[src/rtl/vram_arbiter_pkg.sv]
// Shared VRAM arbiter definitions: bus widths, read latency,
// master identifiers and lock-FSM state encoding.
package vram_arbiter_pkg;

    localparam int VRAM_ADDR_W = 11;
    localparam int VRAM_DATA_W = 9;
    localparam int VRAM_RD_LAT = 1;

    typedef enum logic {
        M0 = 1'b0,
        M1 = 1'b1
    } master_e;

    typedef enum logic {
        ST_UNLOCKED = 1'b0,
        ST_LOCKED   = 1'b1
    } lock_st_e;

    function automatic logic [1:0] onehot(input master_e m);
        return (m == M1) ? 2'b10 : 2'b01;
    endfunction

endpackage

[src/rtl/vram_arbiter_if.sv]
// One master's request/response channel into the VRAM arbiter.
// master: drives valid/addr/wdata/we/lock; slave: drives ready/rvalid/rdata.
interface vram_arbiter_if #(
    parameter int ADDR_W = 11,
    parameter int DATA_W = 9
);
    logic              valid;
    logic              ready;
    logic [ADDR_W-1:0] addr;
    logic [DATA_W-1:0] wdata;
    logic              we;
    logic              lock;
    logic              rvalid;
    logic [DATA_W-1:0] rdata;

    modport master (
        output valid, addr, wdata, we, lock,
        input  ready, rvalid, rdata
    );

    modport slave (
        input  valid, addr, wdata, we, lock,
        output ready, rvalid, rdata
    );
endinterface

[src/rtl/vram_arbiter_rr_arb2.sv]
// Two-way round-robin arbiter with lock override, one-hot grant.
// i_req: {m1,m0} requests; i_last: last granted; i_locked/i_owner: lock; o_gnt: grant.
module vram_arbiter_rr_arb2
    import vram_arbiter_pkg::*;
(
    input  logic [1:0] i_req,
    input  master_e    i_last,
    input  logic       i_locked,
    input  master_e    i_owner,
    output logic [1:0] o_gnt
);

    always_comb begin
        o_gnt = 2'b00;
        if (i_locked) begin
            // Owner only; the other master waits even if owner idles.
            o_gnt = i_req & onehot(i_owner);
        end else begin
            case (i_req)
                2'b01:   o_gnt = 2'b01;
                2'b10:   o_gnt = 2'b10;
                2'b11:   o_gnt = (i_last == M0) ? 2'b10 : 2'b01;
                default: o_gnt = 2'b00;
            endcase
        end
    end

endmodule

[src/rtl/vram_arbiter.sv]
// Shares the single VRAM port between M0 and M1: round-robin, lock for RMW,
// registered issue stage and tagged read return.
// Ports: i_clk/i_rst, m0/m1 slave channels, o_vram_* / i_vram_dout VRAM port.
module vram_arbiter
    import vram_arbiter_pkg::*;
#(
    parameter int ADDR_W   = VRAM_ADDR_W,
    parameter int DATA_W   = VRAM_DATA_W,
    parameter int MAX_LOCK = 1024
) (
    input  logic              i_clk,
    input  logic              i_rst,
    vram_arbiter_if.slave     m0,
    vram_arbiter_if.slave     m1,
    output logic [ADDR_W-1:0] o_vram_addr,
    output logic [DATA_W-1:0] o_vram_din,
    input  logic [DATA_W-1:0] i_vram_dout,
    output logic              o_vram_clk,
    output logic              o_vram_ce,
    output logic              o_vram_wre
);

    // Counter holds 0..MAX_LOCK-1; timeout fires on the last locked cycle.
    localparam int CNT_W = (MAX_LOCK > 1) ? $clog2(MAX_LOCK) : 1;

    lock_st_e          r_state, w_state_nxt;
    master_e           r_owner, w_owner_nxt;
    master_e           r_last,  w_last_nxt;
    logic [CNT_W-1:0]  r_cnt,   w_cnt_nxt;

    logic [1:0]        w_gnt;
    logic [1:0]        w_rdy;
    logic              w_xfer;
    master_e           w_win;
    logic [ADDR_W-1:0] w_addr;
    logic [DATA_W-1:0] w_wdata;
    logic              w_we;
    logic              w_lock;
    logic              w_timeout;
    logic              w_sat;

    logic              r_ce;
    logic              r_wre;
    logic [ADDR_W-1:0] r_addr;
    logic [DATA_W-1:0] r_din;
    logic              r_rd1_v;
    master_e           r_rd1_id;
    logic              r_rd2_v;
    master_e           r_rd2_id;

    vram_arbiter_rr_arb2 u_arb (
        .i_req    ({m1.valid, m0.valid}),
        .i_last   (r_last),
        .i_locked (r_state == ST_LOCKED),
        .i_owner  (r_owner),
        .o_gnt    (w_gnt)
    );

    // No accepts while reset is held so outputs stay quiet.
    assign w_rdy   = w_gnt & {2{~i_rst}};
    assign w_xfer  = |w_rdy;
    assign w_win   = w_rdy[1] ? M1 : M0;
    assign w_addr  = w_rdy[1] ? m1.addr  : m0.addr;
    assign w_wdata = w_rdy[1] ? m1.wdata : m0.wdata;
    assign w_we    = w_rdy[1] ? m1.we    : m0.we;
    assign w_lock  = w_rdy[1] ? m1.lock  : m0.lock;

    assign m0.ready = w_rdy[0];
    assign m1.ready = w_rdy[1];

    assign w_sat     = &r_cnt;
    assign w_timeout = (r_state == ST_LOCKED) && (MAX_LOCK != 0)
                    && (r_cnt == CNT_W'(MAX_LOCK - 1));

    always_comb begin
        w_state_nxt = r_state;
        w_owner_nxt = r_owner;
        w_last_nxt  = r_last;
        w_cnt_nxt   = r_cnt;
        if (w_xfer) w_last_nxt = w_win;
        unique case (r_state)
            ST_UNLOCKED: begin
                if (w_xfer && w_lock) begin
                    w_state_nxt = ST_LOCKED;
                    w_owner_nxt = w_win;
                    w_cnt_nxt   = '0;
                end
            end
            ST_LOCKED: begin
                if (!w_sat) w_cnt_nxt = r_cnt + CNT_W'(1);
                if (w_timeout) begin
                    // Hand the next contention to the other master.
                    w_state_nxt = ST_UNLOCKED;
                    w_last_nxt  = r_owner;
                    w_cnt_nxt   = '0;
                end else if (w_xfer && !w_lock) begin
                    w_state_nxt = ST_UNLOCKED;
                    w_cnt_nxt   = '0;
                end
            end
            default: w_state_nxt = ST_UNLOCKED;
        endcase
    end

    always_ff @(posedge i_clk) begin
        if (i_rst) begin
            r_state <= ST_UNLOCKED;
            r_owner <= M0;
            r_last  <= M1;
            r_cnt   <= '0;
        end else begin
            r_state <= w_state_nxt;
            r_owner <= w_owner_nxt;
            r_last  <= w_last_nxt;
            r_cnt   <= w_cnt_nxt;
        end
    end

    // Issue register, then two tag stages: ce cycle, dout cycle.
    always_ff @(posedge i_clk) begin
        if (i_rst) begin
            r_ce     <= 1'b0;
            r_wre    <= 1'b0;
            r_addr   <= '0;
            r_din    <= '0;
            r_rd1_v  <= 1'b0;
            r_rd1_id <= M0;
            r_rd2_v  <= 1'b0;
            r_rd2_id <= M0;
        end else begin
            r_ce    <= w_xfer;
            r_wre   <= w_xfer & w_we;
            if (w_xfer) begin
                r_addr <= w_addr;
                r_din  <= w_wdata;
            end
            r_rd1_v  <= w_xfer & ~w_we;
            r_rd1_id <= w_win;
            r_rd2_v  <= r_rd1_v;
            r_rd2_id <= r_rd1_id;
        end
    end

    assign m0.rvalid = r_rd2_v && (r_rd2_id == M0);
    assign m1.rvalid = r_rd2_v && (r_rd2_id == M1);
    assign m0.rdata  = m0.rvalid ? i_vram_dout : '0;
    assign m1.rdata  = m1.rvalid ? i_vram_dout : '0;

    assign o_vram_clk  = i_clk;
    assign o_vram_ce   = r_ce;
    assign o_vram_wre  = r_wre;
    assign o_vram_addr = r_addr;
    assign o_vram_din  = r_din;

endmodule

[src/flat_wrapper.sv]
// flat-port wrapper written by rule: the top's interface ports become plain ports
module vram_arbiter_flat import vram_arbiter_pkg::*;
#(
    parameter int ADDR_W   = VRAM_ADDR_W,
    parameter int DATA_W   = VRAM_DATA_W,
    parameter int MAX_LOCK = 1024
)
  (i_clk, i_rst, o_vram_addr, o_vram_din, i_vram_dout, o_vram_clk, o_vram_ce, o_vram_wre, m0_valid, m0_addr, m0_wdata, m0_we, m0_lock, m0_ready, m0_rvalid, m0_rdata, m1_valid, m1_addr, m1_wdata, m1_we, m1_lock, m1_ready, m1_rvalid, m1_rdata);
  vram_arbiter_if #(.ADDR_W(ADDR_W), .DATA_W(DATA_W)) m0_i ();
  vram_arbiter_if #(.ADDR_W(ADDR_W), .DATA_W(DATA_W)) m1_i ();
  input  logic i_clk;
  input  logic i_rst;
  output logic [ADDR_W-1:0] o_vram_addr;
  output logic [DATA_W-1:0] o_vram_din;
  input  logic [DATA_W-1:0] i_vram_dout;
  output logic o_vram_clk;
  output logic o_vram_ce;
  output logic o_vram_wre;
  input wire logic [$bits(m0_i.valid)-1:0] m0_valid;
  input wire logic [$bits(m0_i.addr)-1:0] m0_addr;
  input wire logic [$bits(m0_i.wdata)-1:0] m0_wdata;
  input wire logic [$bits(m0_i.we)-1:0] m0_we;
  input wire logic [$bits(m0_i.lock)-1:0] m0_lock;
  output wire logic [$bits(m0_i.ready)-1:0] m0_ready;
  output wire logic [$bits(m0_i.rvalid)-1:0] m0_rvalid;
  output wire logic [$bits(m0_i.rdata)-1:0] m0_rdata;
  input wire logic [$bits(m1_i.valid)-1:0] m1_valid;
  input wire logic [$bits(m1_i.addr)-1:0] m1_addr;
  input wire logic [$bits(m1_i.wdata)-1:0] m1_wdata;
  input wire logic [$bits(m1_i.we)-1:0] m1_we;
  input wire logic [$bits(m1_i.lock)-1:0] m1_lock;
  output wire logic [$bits(m1_i.ready)-1:0] m1_ready;
  output wire logic [$bits(m1_i.rvalid)-1:0] m1_rvalid;
  output wire logic [$bits(m1_i.rdata)-1:0] m1_rdata;
  assign m0_i.valid = m0_valid;
  assign m0_i.addr = m0_addr;
  assign m0_i.wdata = m0_wdata;
  assign m0_i.we = m0_we;
  assign m0_i.lock = m0_lock;
  assign m0_ready = m0_i.ready;
  assign m0_rvalid = m0_i.rvalid;
  assign m0_rdata = m0_i.rdata;
  assign m1_i.valid = m1_valid;
  assign m1_i.addr = m1_addr;
  assign m1_i.wdata = m1_wdata;
  assign m1_i.we = m1_we;
  assign m1_i.lock = m1_lock;
  assign m1_ready = m1_i.ready;
  assign m1_rvalid = m1_i.rvalid;
  assign m1_rdata = m1_i.rdata;
  vram_arbiter #(.ADDR_W(ADDR_W), .DATA_W(DATA_W), .MAX_LOCK(MAX_LOCK)) u_core (.i_clk(i_clk), .i_rst(i_rst), .m0(m0_i), .m1(m1_i), .o_vram_addr(o_vram_addr), .o_vram_din(o_vram_din), .i_vram_dout(i_vram_dout), .o_vram_clk(o_vram_clk), .o_vram_ce(o_vram_ce), .o_vram_wre(o_vram_wre));
endmodule
[config.mk]
export PLATFORM = sky130hd
export DESIGN_NAME = vram_arbiter_flat
export DESIGN_NICKNAME = d
export VERILOG_FILES = /design/src/rtl/vram_arbiter_pkg.sv /design/src/rtl/vram_arbiter_if.sv /design/src/rtl/vram_arbiter_rr_arb2.sv /design/src/rtl/vram_arbiter.sv /design/src/flat_wrapper.sv
export SDC_FILE = /design/constraint.sdc
export NUM_CORES = 1
export LEC_CHECK = 0
export ABC_AREA = 0
export CAP_MARGIN = 20
export CORE_MARGIN = 1
export CORE_UTILIZATION = 30
export CTS_BUF_LIST = sky130_fd_sc_hd__clkbuf_2
export DETAILED_ROUTE_END_ITERATION = 8
export SYNTH_ARGS = -nofsm -noshare
export SYNTH_HDL_FRONTEND = slang
export SYNTH_SLANG_ARGS = --single-unit
[constraint.sdc]
create_clock -name i_clk -period 2.3 [get_ports i_clk]
set_clock_uncertainty 0.2 [all_clocks]
set_input_delay 0.345 -clock i_clk [delete_from_list [all_inputs] [get_ports i_clk]]
set_output_delay 0.345 -clock i_clk [all_outputs]
set_load 0.01 [all_outputs]
==> results_dict.tcl <==
set metrics [dict create \
    cp.required_ns 1.75 \
    peakVddDrop_v 0.000358 \
    hold_viol_final 0 \
    timing.max_cap.violations 0 \
    use_met3 0.0506 \
    utilization 0.524 \
    cp-start-kind "input port" \
    antenna_found_initial 0 \
    yosysWarnings 0 \
    num_vias 2224 \
    worstPathCellList "clkdlybuf4s50_1, inv_1, a2111oi_4, buf_4, dlygate4sd2_1" \
    p_per_area_mw_per_mm2 449 \
    areaGrowthSynthToFinish_pct 64.8 \
    grt_max_degree 30 \
    top_usage_layer "met2" \
    netlist_area_mm2 0.00206 \
    worstReg2RegStart "u_core.r_owner$_SDFFE_PP0P_" \
    synth_seq_area_share 0.378 \
    min_from "m1_addr[10]" \
    post-route-drc-count 6 \
    die_h_um 85.0 \
    hpwlAfterDp_um 4190 \
    worst_pin_slew_ns 0.313 \
    routedWlPerCell_um 13.2 \
    syn_nets 315 \
    yosysTopAreaCell "dfxtp_1" \
    die_w_um 85.0 \
    met2_usage 0.267 \
    routed_wl_um 5970 \
    synth_edf_count 0 \
    period_share 0.962 \
    io_buffers 101 \
    grt_pass1_vias 2095 \
    ys_ff_latch 39 \
    post-route-min-period_ns 2.21 \
    layoutNonFillerInstCount 452 \
    ant_nets 0 \
    pin_count 102 \
    fin_hold_ws_ns 0.189 \
    ys_top_cells_by_area "dfxtp_1 38%, a311oi_1 8.5%, nand2_1 8.2%, nor2_1 4.4%, and2_1 4.2%" \
    hold_path_depth 3 \
    grt_overflow 0 \
    fillers 664 \
    synthArstFlopShare 0 \
    drive_above_1_share 0.152 \
    hold_path_class "input port to flip-flop" \
    path_delay_family "buffers and inverters" \
    cp_max_fo 5 \
    synth-main-ff-cell "dfxtp_1" \
    status "finished with violations" \
    core_area_mm2 0.00649 \
    r2r_slack_ns 0.28 \
    relSlewSlack 0.786 \
    r2r-end "u_core.r_cnt[7]$_SDFFE_PP0P_" \
    fmax_mhz 452 \
    cts_tree "done" \
    placementRows 29 \
    max_stage_delay_ns 0.55 \
    path_class "input port to output port" \
    via_per_inst 4.92 \
    slew_viol_final 0 \
    min_to "u_core.o_vram_addr[10]$_SDFFE_PP0P_" \
    violations "DRC" \
    grt_use_total 0.173 \
    place_area_mm2 0.00328 \
    grt_pass1_wl_um 9720 \
    drt_first_pass_iters 6 \
    synthCells 257 \
    synth_top_area_frac 0.378 \
    slowest_stage "clkdlybuf4s50_1" \
    arrival_ns 1.67 \
    multiInputGateArea_mm2 0.00119 \
    antennaDiodeCount 0 \
    detail_route.iter0.violations 101 \
    design_area_mm2 0.00340 \
    path_clk_slew_ns 0.20 \
    clk_latency_ns 0.49 \
    final_net_count 433 \
    gp_congestion 0.754 \
    crit_path_end_kind "output port" \
    regArea_um2 795 \
    cp.buffers_inverters 4 \
    start_util 0.318 \
    dpl.cell_count 439 \
    p_leak_nw 1.57 \
    final-setup-viol-count 0 \
    synth.avg_cell_area_um2 8.03 \
    r2r_cells 5 \
    synth_cell_types 42 \
    die_area_mm2 0.00722 \
    rsz0062_at_grt "no" \
    use_met1 0.211 \
]
-- cell usage after synthesis, types with 2 or more instances --
library cell  count
and2_1           14
nor2b_1           7
nor3_2            2
a211oi_2          4
buf_2             5
nor3_1            5
nand4_1           5
a211o_1           2
mux2i_1           5
inv_1             8
a21oi_1           5
a31oi_1           3
dfxtp_1          39
nand2b_1          5
xor2_1            3
o21ai_0           3
nor2_1           24
a311oi_1         20
a31o_2            2
nor4_1            3
nand3b_1          3
nand2_1          45
and3_1           11
clkbuf_1         12
a2111oi_0         2
nand3_1           4
-- cell usage in the layout (no fill, tap or decap), types with 2 or more instances in the layout --
cell type        instances
and2_1                  14
nor2b_2                  2
dfxtp_2                  2
nand3b_1                 3
nand3_1                  4
inv_1                    8
nand4_1                  5
mux2i_1                  5
nand2_1                 45
dfxtp_1                 34
o21ai_0                  3
nor2b_1                  5
nor3_2                   2
clkdlybuf4s50_1         80
a311oi_1                20
and3_1                  11
nand2b_1                 5
clkinv_1                 2
a31oi_1                  3
dlymetal6s2s_1           9
nor2_1                  24
a211oi_2                 4
dlygate4sd2_1           12
dfxtp_4                  3
buf_12                   2
a211o_1                  2
a21oi_1                  5
nor3_1                   5
a31o_2                   2
buf_4                   24
nor4_1                   3
xor2_1                   3
clkbuf_2                 8
-- layout make-up --
type,instances,share of cell area
Clock buffer,9,0.0143
Clock inverter,2,0.00257
Inverter,10,0.0110
Multi-Input combinational cell,189,0.349
Sequential cell,39,0.234
Tap cell,77,0.0283
Timing Repair Buffer,126,0.362
-- logic make-up (layout without fill, tap and decap cells) --
kind of cell / count (synthesis) / after routing / share of synthesized area
AOI/OAI and AO/OA: 46 / 46 / 0.186
xor gates and xnor gates: 4 / 4 / 0.0170
adders and majority gates: 1 / 1 / 0.00606
buffers and inverters: 29 / 147 / 0.0612
DFF: 39 / 39 / 0.378
muxes: 5 / 5 / 0.0242
and+or+nand+nor: 133 / 133 / 0.327
-- worst min-delay path, cell delays in order --
cell and delay (ns):
clkdlybuf4s50_1 0.39, nand2_1 0.05, a311oi_1 0.07
-- how the worst max path moves through the flow --
stage,startpoint,endpoint,slack (ns),depth (start not counted)
after global routing,u_core.r_rd2_id$_SDFF_PP0_,m1_rvalid,0.00005,3
after global placement,m1_valid,m0_ready,-0.31,5
after floorplan,u_core.r_state$_SDFF_PP0_,u_core.r_last$_SDFF_PP1_,0.29,6
final,m0_valid,m0_ready,0.09,5
after detailed placement,m1_valid,m0_ready,-0.32,5
after CTS,u_core.r_rd2_id$_SDFF_PP0_,m1_rdata[5],0.03,3
-- through the flow --
stage	setup TNS, ns	worst slack, ns	total power [mW]
floorplan	0	0.288	0.955
global placement	-1.19	-0.306	1.21
detailed placement	-1.89	-0.321	1.21
CTS	0	0.0295	1.55
global route	0	0.0000541	1.61
finish	0	0.0869	1.53
-- layer usage --
metal / vias to the layer above / share of wire
met5: - / 0
met4: 0 / 0.020
met3: 11 / 0.074
met2: 80 / 0.46
met1: 987 / 0.44
li1: 1146 / -
-- flip-flops by register name, indices dropped and copies added, names as in the netlist --
signal	cells
u_core.o_vram_addr	11
u_core.r_cnt	10
u_core.o_vram_din	9
u_core.o_vram_ce	1
u_core.o_vram_wre	1
u_core.r_last	1
u_core.r_owner	1
u_core.r_rd1_id	1
u_core.r_rd1_v	1
u_core.r_rd2_id	1
u_core.r_rd2_v	1
u_core.r_state	1
-- power breakdown --
group          internal [mW]  switching (mW)
combinational          0.240           0.172
sequential             0.717          0.0259
clock                  0.116           0.257
-- repair_timing --
| item | CTS | global route |
|---|---|---|
| pin swaps | 1 | 0 |
| setup buffers | 3 | 0 |
| setup endpoints to repair | 17 | 10 |
| endpoints found under the hold margin | 0 | 0 |
| resized for setup | 24 | 11 |
| hold buffers | 0 | 0 |
(Power assumes the default switching activity.)
